### config.mk
export PLATFORM = sky130hd
export DESIGN_NAME = memwriteback
export DESIGN_NICKNAME = d
export VERILOG_FILES = /design/src/rtl/cpu_pkg.sv /design/src/rtl/dbus_master.sv /design/src/rtl/memwriteback.sv
export SDC_FILE = /design/constraint.sdc
export NUM_CORES = 1
export LEC_CHECK = 0
export CAP_MARGIN = 20
export CORE_ASPECT_RATIO = 1.4
export CORE_MARGIN = 2
export CORE_UTILIZATION = 46
export CTS_BUF_LIST = sky130_fd_sc_hd__clkbuf_16
export DETAILED_ROUTE_END_ITERATION = 7
export HOLD_SLACK_MARGIN = 0.03
export PLACE_DENSITY_LB_ADDON = 0.12
export SYNTH_ARGS = -nofsm -noshare
export SYNTH_HDL_FRONTEND = slang
export SYNTH_SLANG_ARGS = --single-unit
### constraint.sdc
create_clock -name iclk -period 3.2 [get_ports iclk]
set_input_delay 0.64 -clock iclk [delete_from_list [all_inputs] [get_ports iclk]]
set_output_delay 0.64 -clock iclk [all_outputs]
set_load 0.01 [all_outputs]
### src/rtl/cpu_pkg.sv
// Shared types for the memory/writeback stage: FSM states, dispatch opcodes
// and the registered writeback bundle handed to fetchdecode.
package cpu_pkg;

  typedef enum logic [1:0] {
    IDLE     = 2'd0,
    MEM_WAIT = 2'd1,
    BUS_WAIT = 2'd2
  } mwb_state_t;

  localparam logic [2:0] OP_ALU     = 3'd0;
  localparam logic [2:0] OP_LOAD    = 3'd1;
  localparam logic [2:0] OP_STORE   = 3'd2;
  localparam logic [2:0] OP_DBLOAD  = 3'd3;
  localparam logic [2:0] OP_DBSTORE = 3'd4;

  typedef struct packed {
    logic        write_reg;
    logic        mem_to_reg;
    logic        bus_to_reg;
    logic [3:0]  addr;
    logic [15:0] data;
  } wb_bus_t;

  // Illegal flag combinations resolve by fixed priority: load, store, bus.
  function automatic logic [2:0] mwb_decode(input logic mem_read,
                                            input logic mem_write,
                                            input logic bus_to_reg,
                                            input logic bus_write);
    if (mem_read)        return OP_LOAD;
    else if (mem_write)  return OP_STORE;
    else if (bus_to_reg) return OP_DBLOAD;
    else if (bus_write)  return OP_DBSTORE;
    else                 return OP_ALU;
  endfunction

endpackage

### src/rtl/dbus_master.sv
// Data-bus master: holds a request stable until ack or timeout and reports
// completion, timeout and read data back to the stage FSM.
module dbus_master #(
  parameter int unsigned TIMEOUT = 255
) (
  input  logic        clk_i,
  input  logic        rst_ni,
  input  logic        start_i,
  input  logic        we_i,
  input  logic [15:0] addr_i,
  input  logic [15:0] wdata_i,
  input  logic        ack_i,
  input  logic [15:0] rdata_i,
  output logic        req_o,
  output logic        we_o,
  output logic [15:0] addr_o,
  output logic [15:0] wdata_o,
  output logic        done_o,
  output logic        err_o,
  output logic [15:0] rdata_o
);

  localparam int TW = $clog2(TIMEOUT + 1);

  logic          req_q, req_d;
  logic          we_q, we_d;
  logic [15:0]   addr_q, addr_d;
  logic [15:0]   wdata_q, wdata_d;
  logic [TW-1:0] cnt_q, cnt_d;

  always_comb begin
    req_d   = req_q;
    we_d    = we_q;
    addr_d  = addr_q;
    wdata_d = wdata_q;
    cnt_d   = cnt_q;
    done_o  = 1'b0;
    err_o   = 1'b0;
    if (req_q) begin
      // Ack wins over a timeout landing on the same edge.
      if (ack_i) begin
        done_o = 1'b1;
      end else if (cnt_q == TW'(TIMEOUT - 1)) begin
        err_o = 1'b1;
      end else begin
        cnt_d = cnt_q + 1'b1;
      end
      if (done_o || err_o) begin
        req_d   = 1'b0;
        we_d    = 1'b0;
        addr_d  = '0;
        wdata_d = '0;
        cnt_d   = '0;
      end
    end else if (start_i) begin
      req_d   = 1'b1;
      we_d    = we_i;
      addr_d  = addr_i;
      wdata_d = wdata_i;
      cnt_d   = '0;
    end
  end

  always_ff @(posedge clk_i or negedge rst_ni) begin
    if (!rst_ni) begin
      req_q   <= 1'b0;
      we_q    <= 1'b0;
      addr_q  <= '0;
      wdata_q <= '0;
      cnt_q   <= '0;
    end else begin
      req_q   <= req_d;
      we_q    <= we_d;
      addr_q  <= addr_d;
      wdata_q <= wdata_d;
      cnt_q   <= cnt_d;
    end
  end

  assign req_o   = req_q;
  assign we_o    = we_q;
  assign addr_o  = addr_q;
  assign wdata_o = wdata_q;
  assign rdata_o = rdata_i;

endmodule

### src/rtl/memwriteback.sv
// Memory access + writeback stage: ALU writeback, data-memory load/store,
// or a handshaked data-bus transfer, with a stall while a load/bus op is open.
module memwriteback
  import cpu_pkg::*;
#(
  parameter int unsigned MEM_LAT     = 2,
  parameter int unsigned BUS_TIMEOUT = 255
) (
  input  logic        iclk,
  input  logic        irst_n,
  input  logic [15:0] iALUResult,
  input  logic [15:0] iStoreData,
  input  logic        iWriteReg,
  input  logic [3:0]  iWriteRegAddr,
  input  logic        iMemRead,
  input  logic        iMemWrite,
  input  logic        iBustoReg,
  input  logic        iBusWrite,
  output logic [15:0] oMemAddr,
  output logic [15:0] oMemWData,
  output logic        oMemRe,
  output logic        oMemWe,
  input  logic [15:0] iMemRData,
  output logic        oBusReq,
  output logic        oBusWe,
  output logic [15:0] oBusAddr,
  output logic [15:0] oBusWData,
  input  logic        iBusAck,
  input  logic [15:0] iBusRData,
  output logic        oBusErr,
  output logic        oWriteReg,
  output logic        oMemtoReg,
  output logic        oBustoReg,
  output logic [3:0]  oWriteRegAddr,
  output logic [15:0] oWriteRegData,
  output logic        oStall
);

  localparam int MW = (MEM_LAT > 1) ? $clog2(MEM_LAT) : 1;

  mwb_state_t    state_q, state_d;
  logic [MW-1:0] mcnt_q, mcnt_d;
  logic [3:0]    rd_q, rd_d;
  logic [15:0]   mem_addr_q, mem_addr_d;
  logic [15:0]   mem_wdata_q, mem_wdata_d;
  logic          mem_re_q, mem_re_d;
  logic          mem_we_q, mem_we_d;
  logic          stall_q, stall_d;
  logic          bus_err_q, bus_err_d;
  wb_bus_t       wb_q, wb_d;

  logic [2:0]    op;
  logic          bus_start;
  logic          bus_done;
  logic          bus_err;
  logic [15:0]   bus_rdata;

  assign op = mwb_decode(iMemRead, iMemWrite, iBustoReg, iBusWrite);

  dbus_master #(
    .TIMEOUT (BUS_TIMEOUT)
  ) u_dbus (
    .clk_i   (iclk),
    .rst_ni  (irst_n),
    .start_i (bus_start),
    .we_i    (op == OP_DBSTORE),
    .addr_i  (iALUResult),
    .wdata_i (iStoreData),
    .ack_i   (iBusAck),
    .rdata_i (iBusRData),
    .req_o   (oBusReq),
    .we_o    (oBusWe),
    .addr_o  (oBusAddr),
    .wdata_o (oBusWData),
    .done_o  (bus_done),
    .err_o   (bus_err),
    .rdata_o (bus_rdata)
  );

  always_ff @(posedge iclk or negedge irst_n) begin
    if (!irst_n) state_q <= IDLE;
    else         state_q <= state_d;
  end

  always_comb begin
    state_d = state_q;
    case (state_q)
      IDLE: begin
        if (op == OP_LOAD)                              state_d = MEM_WAIT;
        else if (op == OP_DBLOAD || op == OP_DBSTORE)   state_d = BUS_WAIT;
      end
      MEM_WAIT: if (mcnt_q == '0)         state_d = IDLE;
      BUS_WAIT: if (bus_done || bus_err)  state_d = IDLE;
      default:                            state_d = IDLE;
    endcase
  end

  always_comb begin
    mcnt_d      = mcnt_q;
    rd_d        = rd_q;
    mem_addr_d  = mem_addr_q;
    mem_wdata_d = mem_wdata_q;
    mem_re_d    = 1'b0;
    mem_we_d    = 1'b0;
    bus_start   = 1'b0;
    bus_err_d   = 1'b0;
    wb_d        = '0;
    stall_d     = (state_d != IDLE);
    case (state_q)
      IDLE: begin
        rd_d = iWriteRegAddr;
        case (op)
          OP_LOAD: begin
            mem_re_d   = 1'b1;
            mem_addr_d = iALUResult;
            mcnt_d     = MW'(MEM_LAT - 1);
          end
          OP_STORE: begin
            mem_we_d    = 1'b1;
            mem_addr_d  = iALUResult;
            mem_wdata_d = iStoreData;
          end
          OP_DBLOAD, OP_DBSTORE: bus_start = 1'b1;
          OP_ALU: begin
            wb_d.write_reg = iWriteReg && (iWriteRegAddr != 4'd0);
            wb_d.addr      = iWriteRegAddr;
            wb_d.data      = iALUResult;
          end
          default: ;
        endcase
      end
      MEM_WAIT: begin
        if (mcnt_q == '0) begin
          wb_d.mem_to_reg = (rd_q != 4'd0);
          wb_d.addr       = rd_q;
          wb_d.data       = iMemRData;
        end else begin
          mcnt_d = mcnt_q - 1'b1;
        end
      end
      BUS_WAIT: begin
        bus_err_d = bus_err;
        // A timed-out DbLoad still writes back zero so the register is known.
        if ((bus_done || bus_err) && !oBusWe) begin
          wb_d.bus_to_reg = (rd_q != 4'd0);
          wb_d.addr       = rd_q;
          wb_d.data       = bus_done ? bus_rdata : 16'h0000;
        end
      end
      default: ;
    endcase
  end

  always_ff @(posedge iclk or negedge irst_n) begin
    if (!irst_n) begin
      mcnt_q      <= '0;
      rd_q        <= '0;
      mem_addr_q  <= '0;
      mem_wdata_q <= '0;
      mem_re_q    <= 1'b0;
      mem_we_q    <= 1'b0;
      stall_q     <= 1'b0;
      bus_err_q   <= 1'b0;
      wb_q        <= '0;
    end else begin
      mcnt_q      <= mcnt_d;
      rd_q        <= rd_d;
      mem_addr_q  <= mem_addr_d;
      mem_wdata_q <= mem_wdata_d;
      mem_re_q    <= mem_re_d;
      mem_we_q    <= mem_we_d;
      stall_q     <= stall_d;
      bus_err_q   <= bus_err_d;
      wb_q        <= wb_d;
    end
  end

  assign oMemAddr      = mem_addr_q;
  assign oMemWData     = mem_wdata_q;
  assign oMemRe        = mem_re_q;
  assign oMemWe        = mem_we_q;
  assign oBusErr       = bus_err_q;
  assign oStall        = stall_q;
  assign oWriteReg     = wb_q.write_reg;
  assign oMemtoReg     = wb_q.mem_to_reg;
  assign oBustoReg     = wb_q.bus_to_reg;
  assign oWriteRegAddr = wb_q.addr;
  assign oWriteRegData = wb_q.data;

endmodule
==> results.yml <==
worst_setup_path:
  crit_fanout: 7
  regToRegStartpoint: "u_dbus.cnt_q[0]$_DFFE_PN0P_"
  critPathLaunchType: "input pin"
  endpoint_kind: "flop"
  crit_start: "iMemRead"
  r2r_end: "u_dbus.addr_o[12]$_DFFE_PN0P_"
  reg2reg_slack_ps: 1080
  crit_type: "input pin to flop"
  arrival_ps: 2590
  worstPathRequired_ps: 3440
  crit_end: "u_dbus.cnt_q[7]$_DFFE_PN0P_"
  rr_worst_depth: 6
clock_tree:
  clk_latency_ps: 340
  post_cts_resized: 0
  cts-buffers-inserted: 9
  cts_num_sinks: 108
  clock_path_buffers: 2
  holdBufCountCts: 0
  cts_tree: "yes"
  cts-root-buf: "clkbuf_16"
  clkTransAtPathRegs_ps: 70
  ctsHtreeMaxLevel: 3
  post_cts_buffers: 0
sta:
  maxSlewViolCount: 0
  fmax_ghz: 0.4240
  hold_violations: 0
  setup_viol: 0
  worst_pin_slew_ps: 892.1
  layout_min_cycle_time_ps: 2359
  fin_hold_ws_ps: 326.3
  fin_crit_sh: 0.7371
  finalWorstSetupSlack_ps: 841.4
  tns_ps: 0
  slew_headroom: 0.4040
  finalClockSkew_ps: 4.922
  rsz0062_at_grt: "no"
layout:
  antenna_cells: 0
  multiInputGateArea_mm2: 0.001380
  final_core_util: 0.7122
  design_area_mm2: 0.006357
  nets: 553
  syn_to_final_growth_pct: 51.31
  fillCellCount: 650
  layout-drive-gt1-share: 0.1438
  regArea_mm2: 0.002703
  instances_no_fill: 587
yosys:
  yosysUniqueCellTypes: 39
  synth_ff_type: "dfrtp_1"
  ys_ff_latch: 108
  synth.area.top_cells: "dfrtp_1 (64%), mux2_2 (9.6%), a22o_1 (7.5%)"
  netlist.top_cell.by_area: "dfrtp_1"
  synthCells: 303
  async_flop_share: 1.000
  synth-edff-count: 0
  netlist_area_mm2: 0.004202
  yosysWarnings: 0
  yosysTopAreaCellShare: 0.6432
  syn-num-nets: 381
  ys_seq_area_frac: 0.6432
  avgSynthCellArea_um2: 13.87
power_and_ir_drop:
  p_per_area_mw_per_mm2: 919.0
  ir_drop_v: 0.0006438
  power_mw: 5.843
  cellLeakagePower_nw: 2.882
grt:
  grt_max_degree: 55
  grt_pass1_wl_mm: 17.75
  antenna_found_initial: 0
  grt_pass1_vias: 3236
  grt_use_total: 0.2326
  grt-ovfl-total: 0
route:
  drt_iter0_markers: 259
  dr.pass1.iters: 6
  avgViaCountPerCell: 5.596
  wl_per_cell_um: 19.47
  routed_wl_mm: 11.43
  drc: 0
  antenna_left: 0
  dr_total_vias: 3285
floorplanning:
  fp.dieArea_mm2: 0.009925
  row_count: 41
  start_util: 0.4707
  die_w_um: 84.77
  fp.coreArea_mm2: 0.008926
  ios: 169
  die_h_um: 117.1
place:
  port-buffer-count: 168
  placed_cell_area_mm2: 0.006050
  dp_cells: 571
  dp_hpwl_mm: 8.214
  gp_congestion: 0.7868
  pre_cts_ws_ps: 484.1
outcome:
  outcome: "finished, final reports clean"
hold_path:
  hold_class: "input pin to async pin"
flow_run:
  max_cap_viol_count: 0
## layer usage
layer	GRT usage	up-vias	share of wire
li1	-	1481	-
met1	0.2921	1649	0.40
met2	0.4068	141	0.51
met3	0.04558	14	0.067
met4	0.07831	0	0.017
met5	0	-	0
## cell usage in the layout, fill, tap and decap left out, drive strengths merged, types with 2 or more instances in the layout
master / instances
o21a: 2
nor4: 5
inv: 22
clkinv: 4
a21o: 4
clkdlybuf4s50: 167
mux2i: 2
a222oi: 16
nand2: 4
a31oi: 2
dfrtp: 108
and2: 2
mux2: 36
nand4: 2
a21oi: 4
o22ai: 2
bufinv: 2
nor2: 9
o21ai: 4
nand2b: 3
o21bai: 3
nand3: 3
a22o: 36
clkbuf: 9
nor3: 3
buf: 11
ha: 2
or4: 2
## cell usage after synthesis (2+ instances only)
cell      instances
nor2_1            9
nand4_1           2
nor4_1            5
dfrtp_1         108
o21a_1            2
clkbuf_1          5
a22o_1           36
a222oi_1         16
nor3_1            2
o22ai_1           2
a21o_1            4
o21ai_0           4
nand2b_1          3
o21bai_1          3
mux2i_1           2
a21oi_1           3
or4_1             2
inv_1            21
mux2_2           36
nand3_1           3
buf_2            11
a31oi_1           2
and2_1            2
ha_1              2
nand2_1           4
## critical path, cell delays in order
cell and delay, ps:
clkdlybuf4s50_1 530, or4_1 600, o21bai_1 450, o21ai_0 160, a21o_1 210
## kinds of logic (layout without fill, tap and decap cells)
kind of cell	Yosys count	in the layout	share of synthesized area
flip-flops	108	108	0.6432
AO/OA/AOI/OAI	77	77	0.1543
adder cells (fa/ha/maj)	2	2	0.005955
buffers and inverters	38	215	0.03812
AND/OR/NAND/NOR	40	40	0.05718
multiplexers	38	38	0.1013
## sequential cells by signal (all words and copies together) (netlist names)
register / cells
oMemAddr: 16
oMemWData: 16
oWriteRegData: 16
u_dbus.addr_o: 16
u_dbus.wdata_o: 16
u_dbus.cnt_q: 8
oWriteRegAddr: 4
rd_q: 4
state_q: 2
mcnt_q: 1
oBusErr: 1
oBustoReg: 1
oMemRe: 1
oMemWe: 1
oMemtoReg: 1
oStall: 1
oWriteReg: 1
u_dbus.req_o: 1
u_dbus.we_o: 1
## cell type report
type,count,share of cell area
sequential,108,0.4251
timing repair buffer,178,0.2759
multi-input combinational,157,0.2171
clock buffer,9,0.03543
tap,107,0.02106
clock inverter,7,0.01299
inverter,21,0.01240
## report_power, final
group          internal (mW)  switching (mW)  leakage (nW)
clock network          0.676           0.477         0.158
registers               1.92           0.342          1.38
logic                   1.45           0.977          1.35
total                   4.05            1.80          2.88
## worst min path at each step
| stage | start | end | depth (start not counted) |
|---|---|---|---|
| final | irst_n | oWriteRegData[2]$_DFF_PN0_ | 1 |
| after floorplan | irst_n | mcnt_q$_DFFE_PN0P_ | 0 |
| after global routing | irst_n | oWriteRegData[3]$_DFF_PN0_ | 1 |
| after detailed placement | u_dbus.wdata_o[15]$_DFFE_PN0P_ | u_dbus.wdata_o[15]$_DFFE_PN0P_ | 1 |
| after global placement | u_dbus.wdata_o[5]$_DFFE_PN0P_ | u_dbus.wdata_o[5]$_DFFE_PN0P_ | 1 |
| after CTS | irst_n | oWriteRegData[2]$_DFF_PN0_ | 1 |
Note: power is estimated with default switching activity, not from simulation.
==> RTL edit (same settings) <==
Set the parameter `MEM_LAT` to 4 (it was 2).
--- a/src/rtl/memwriteback.sv
+++ b/src/rtl/memwriteback.sv
@@ -3,7 +3,7 @@
 module memwriteback
   import cpu_pkg::*;
 #(
-  parameter int unsigned MEM_LAT     = 2,
+  parameter int unsigned MEM_LAT     = 4,
   parameter int unsigned BUS_TIMEOUT = 255
 ) (
   input  logic        iclk,
Formal check against the unedited RTL: not equivalent (a bounded check fails within 4 cycles, from zero or initial values and one cycle with irst_n low).
==> RTL edit against the original RTL <==
- synthesized area is 4.4% higher
- routed wire length decreased by 1.6%
- count of clock-buffer cells in the layout stayed put
- worst setup slack gained 0.15 ns
- clock skew grew 0.0019 ns
- total power fell by 1.5%
- highest routed layer unchanged
- critical path type unchanged
- cell area is 2.3% higher
- critical endpoint is now u_dbus.wdata_o[15]$_DFFE_PN0P_
- register-to-register slack gained 0.13 ns
- synthesized cell count increased by 9.6%
- sequential cell count increased by 1
==> RTL edit: results (changes against the original RTL) <==
metric;value;unit;change
fin_skew;0.006786;ns;+0.001865 ns
track_usage;22.26;%;-1.0 points
dr.pass1.iters;5;;-1
wl_met1;4.468;mm;-3.0%
wl_per_cell;18.20;µm;-6.5%
grt_pass1_wl;17.63;mm;-0.66%
reg2reg_depth;4;;-2
dr_wl_met2;5.950;mm;+1.6%
via_per_inst;5.395;;-3.6%
met3_length;670;µm;-12%
seq_area_frac_synth;62.18;%;-2.1 points
dpl.hpwl;8.197;mm;-0.21%
synth.distinct_cells;43;;+10%
crit_path_max_fanout;33;;+26
cellLeakagePower;2.854;nW;-0.97%
synthTopCellsByCount;dfrtp_1, nand2_1, a22o_1, mux2_2, a22oi_1;;
ir_worst_vdd;627.4;µV;-2.5%
gp_congestion;0.8376;;+6.5%
yosys-top-cells-area;dfrtp_1, mux2_2, a22o_1, nand2_1, a22oi_1;;
outcome;finished clean;;
grt_pass1_vias;3434;;+6.1%
grt_max_degree;72;;+31%
ff2ff_setup_slack;1.21;ns;+0.13 ns
drtIter0Drc;145;;-44%
arrival;2.49;ns;-0.10 ns
nets;582;;+5.2%
synth_nets;411;;+7.9%
slew_headroom;43.10;%;+2.7 points
antenna_cells;0;;unchanged
drive_above_1_share;13.58;%;-0.79 points
netSwitchingFraction;30.42;%;-0.32 points
==> RTL edit: changes by cell type in the layout (fill, tap and decap cells not counted), moves of 5 or more <==
cell / change
a222oi_1: -16
a22oi_1: +17
o21ai_0: +6
nand2_1: +36
nor2_1: -5
inv_1: -13
==> RTL edit: path summary, 6_finish.rpt <==
path                                            from                        endpoint
min                                           irst_n      oWriteRegData[7]$_DFF_PN0_
min in group iclk          oMemWData[15]$_DFFE_PN0P_       oMemWData[15]$_DFFE_PN0P_
max reg2reg                     state_q[0]$_DFF_PN0_  u_dbus.wdata_o[15]$_DFFE_PN0P_
max in group asynchronous                     irst_n         oMemAddr[0]$_DFFE_PN0P_
min reg2reg                oMemWData[15]$_DFFE_PN0P_       oMemWData[15]$_DFFE_PN0P_
max                                         iMemRead  u_dbus.wdata_o[15]$_DFFE_PN0P_
==> RTL edit: cell type report <==
type                    count  area (µm²)
repair buffers            176        1739
well taps                 110       137.6
clock buffers               9       225.2
multi-input cells         198        1519
flip-flops and latches    109        2728
inverters                   9       33.78
fillers                   683        2848
clock inverters             7       123.9
==> RTL edit: power groups by stage <==
stage                     Sequential (mW)  Clock, mW  Combinational [mW]
after floorplan                      2.38          0               0.860
after global placement               2.22          0                2.24
after detailed placement             2.24          0                2.28
after CTS                            2.23       1.30                2.29
after global routing                 2.29       1.35                2.41
final                                2.22       1.27                2.26
==> RTL edit: cells by family after synthesis <==
kind of cell	count (synthesis)	share of synthesized area [%]
adder cells (fa/ha/maj)	3	0.8558
XOR/XNOR	2	0.3994
buffers and inverters	25	3.194
multiplexers	37	9.498
AO/OA/AOI/OAI	76	13.49
AND/OR/NAND/NOR	80	10.38
flip-flops	109	62.18
==> RTL edit: stage by stage <==
| stage | cells | util (%) | worst slack (ns) | hold WS, ns | instance area [µm²] |
|---|---|---|---|---|---|
| after global placement | 602 | 65.82 | 0.7151 | 0.4761 | 6157 |
| after CTS | 618 | 69.56 | 0.9843 | 0.4415 | 6506 |
| after detailed placement | 602 | 65.82 | 0.6202 | 0.4839 | 6157 |
| after floorplan | 332 | - | 1.483 | 0.3444 | 4387 |
| final | 618 | 69.56 | 0.9874 | 0.3945 | 6506 |
| after global routing | 618 | 69.56 | 0.8834 | 0.4691 | 6506 |
==> RTL edit: critical path, cell delays in order <==
cell	delay, ns
clkdlybuf4s50_1	0.63
nor2_2	0.10
and4_1	0.23
nor2_4	0.64
a22o_1	0.24
==> RTL edit: metal layers <==
layer / vias up / track usage [%]
met5: - / 0
met3: 10 / 5.983
met1: 1654 / 27.03
met2: 121 / 37.88
li1: 1549 / -
met4: 0 / 7.715
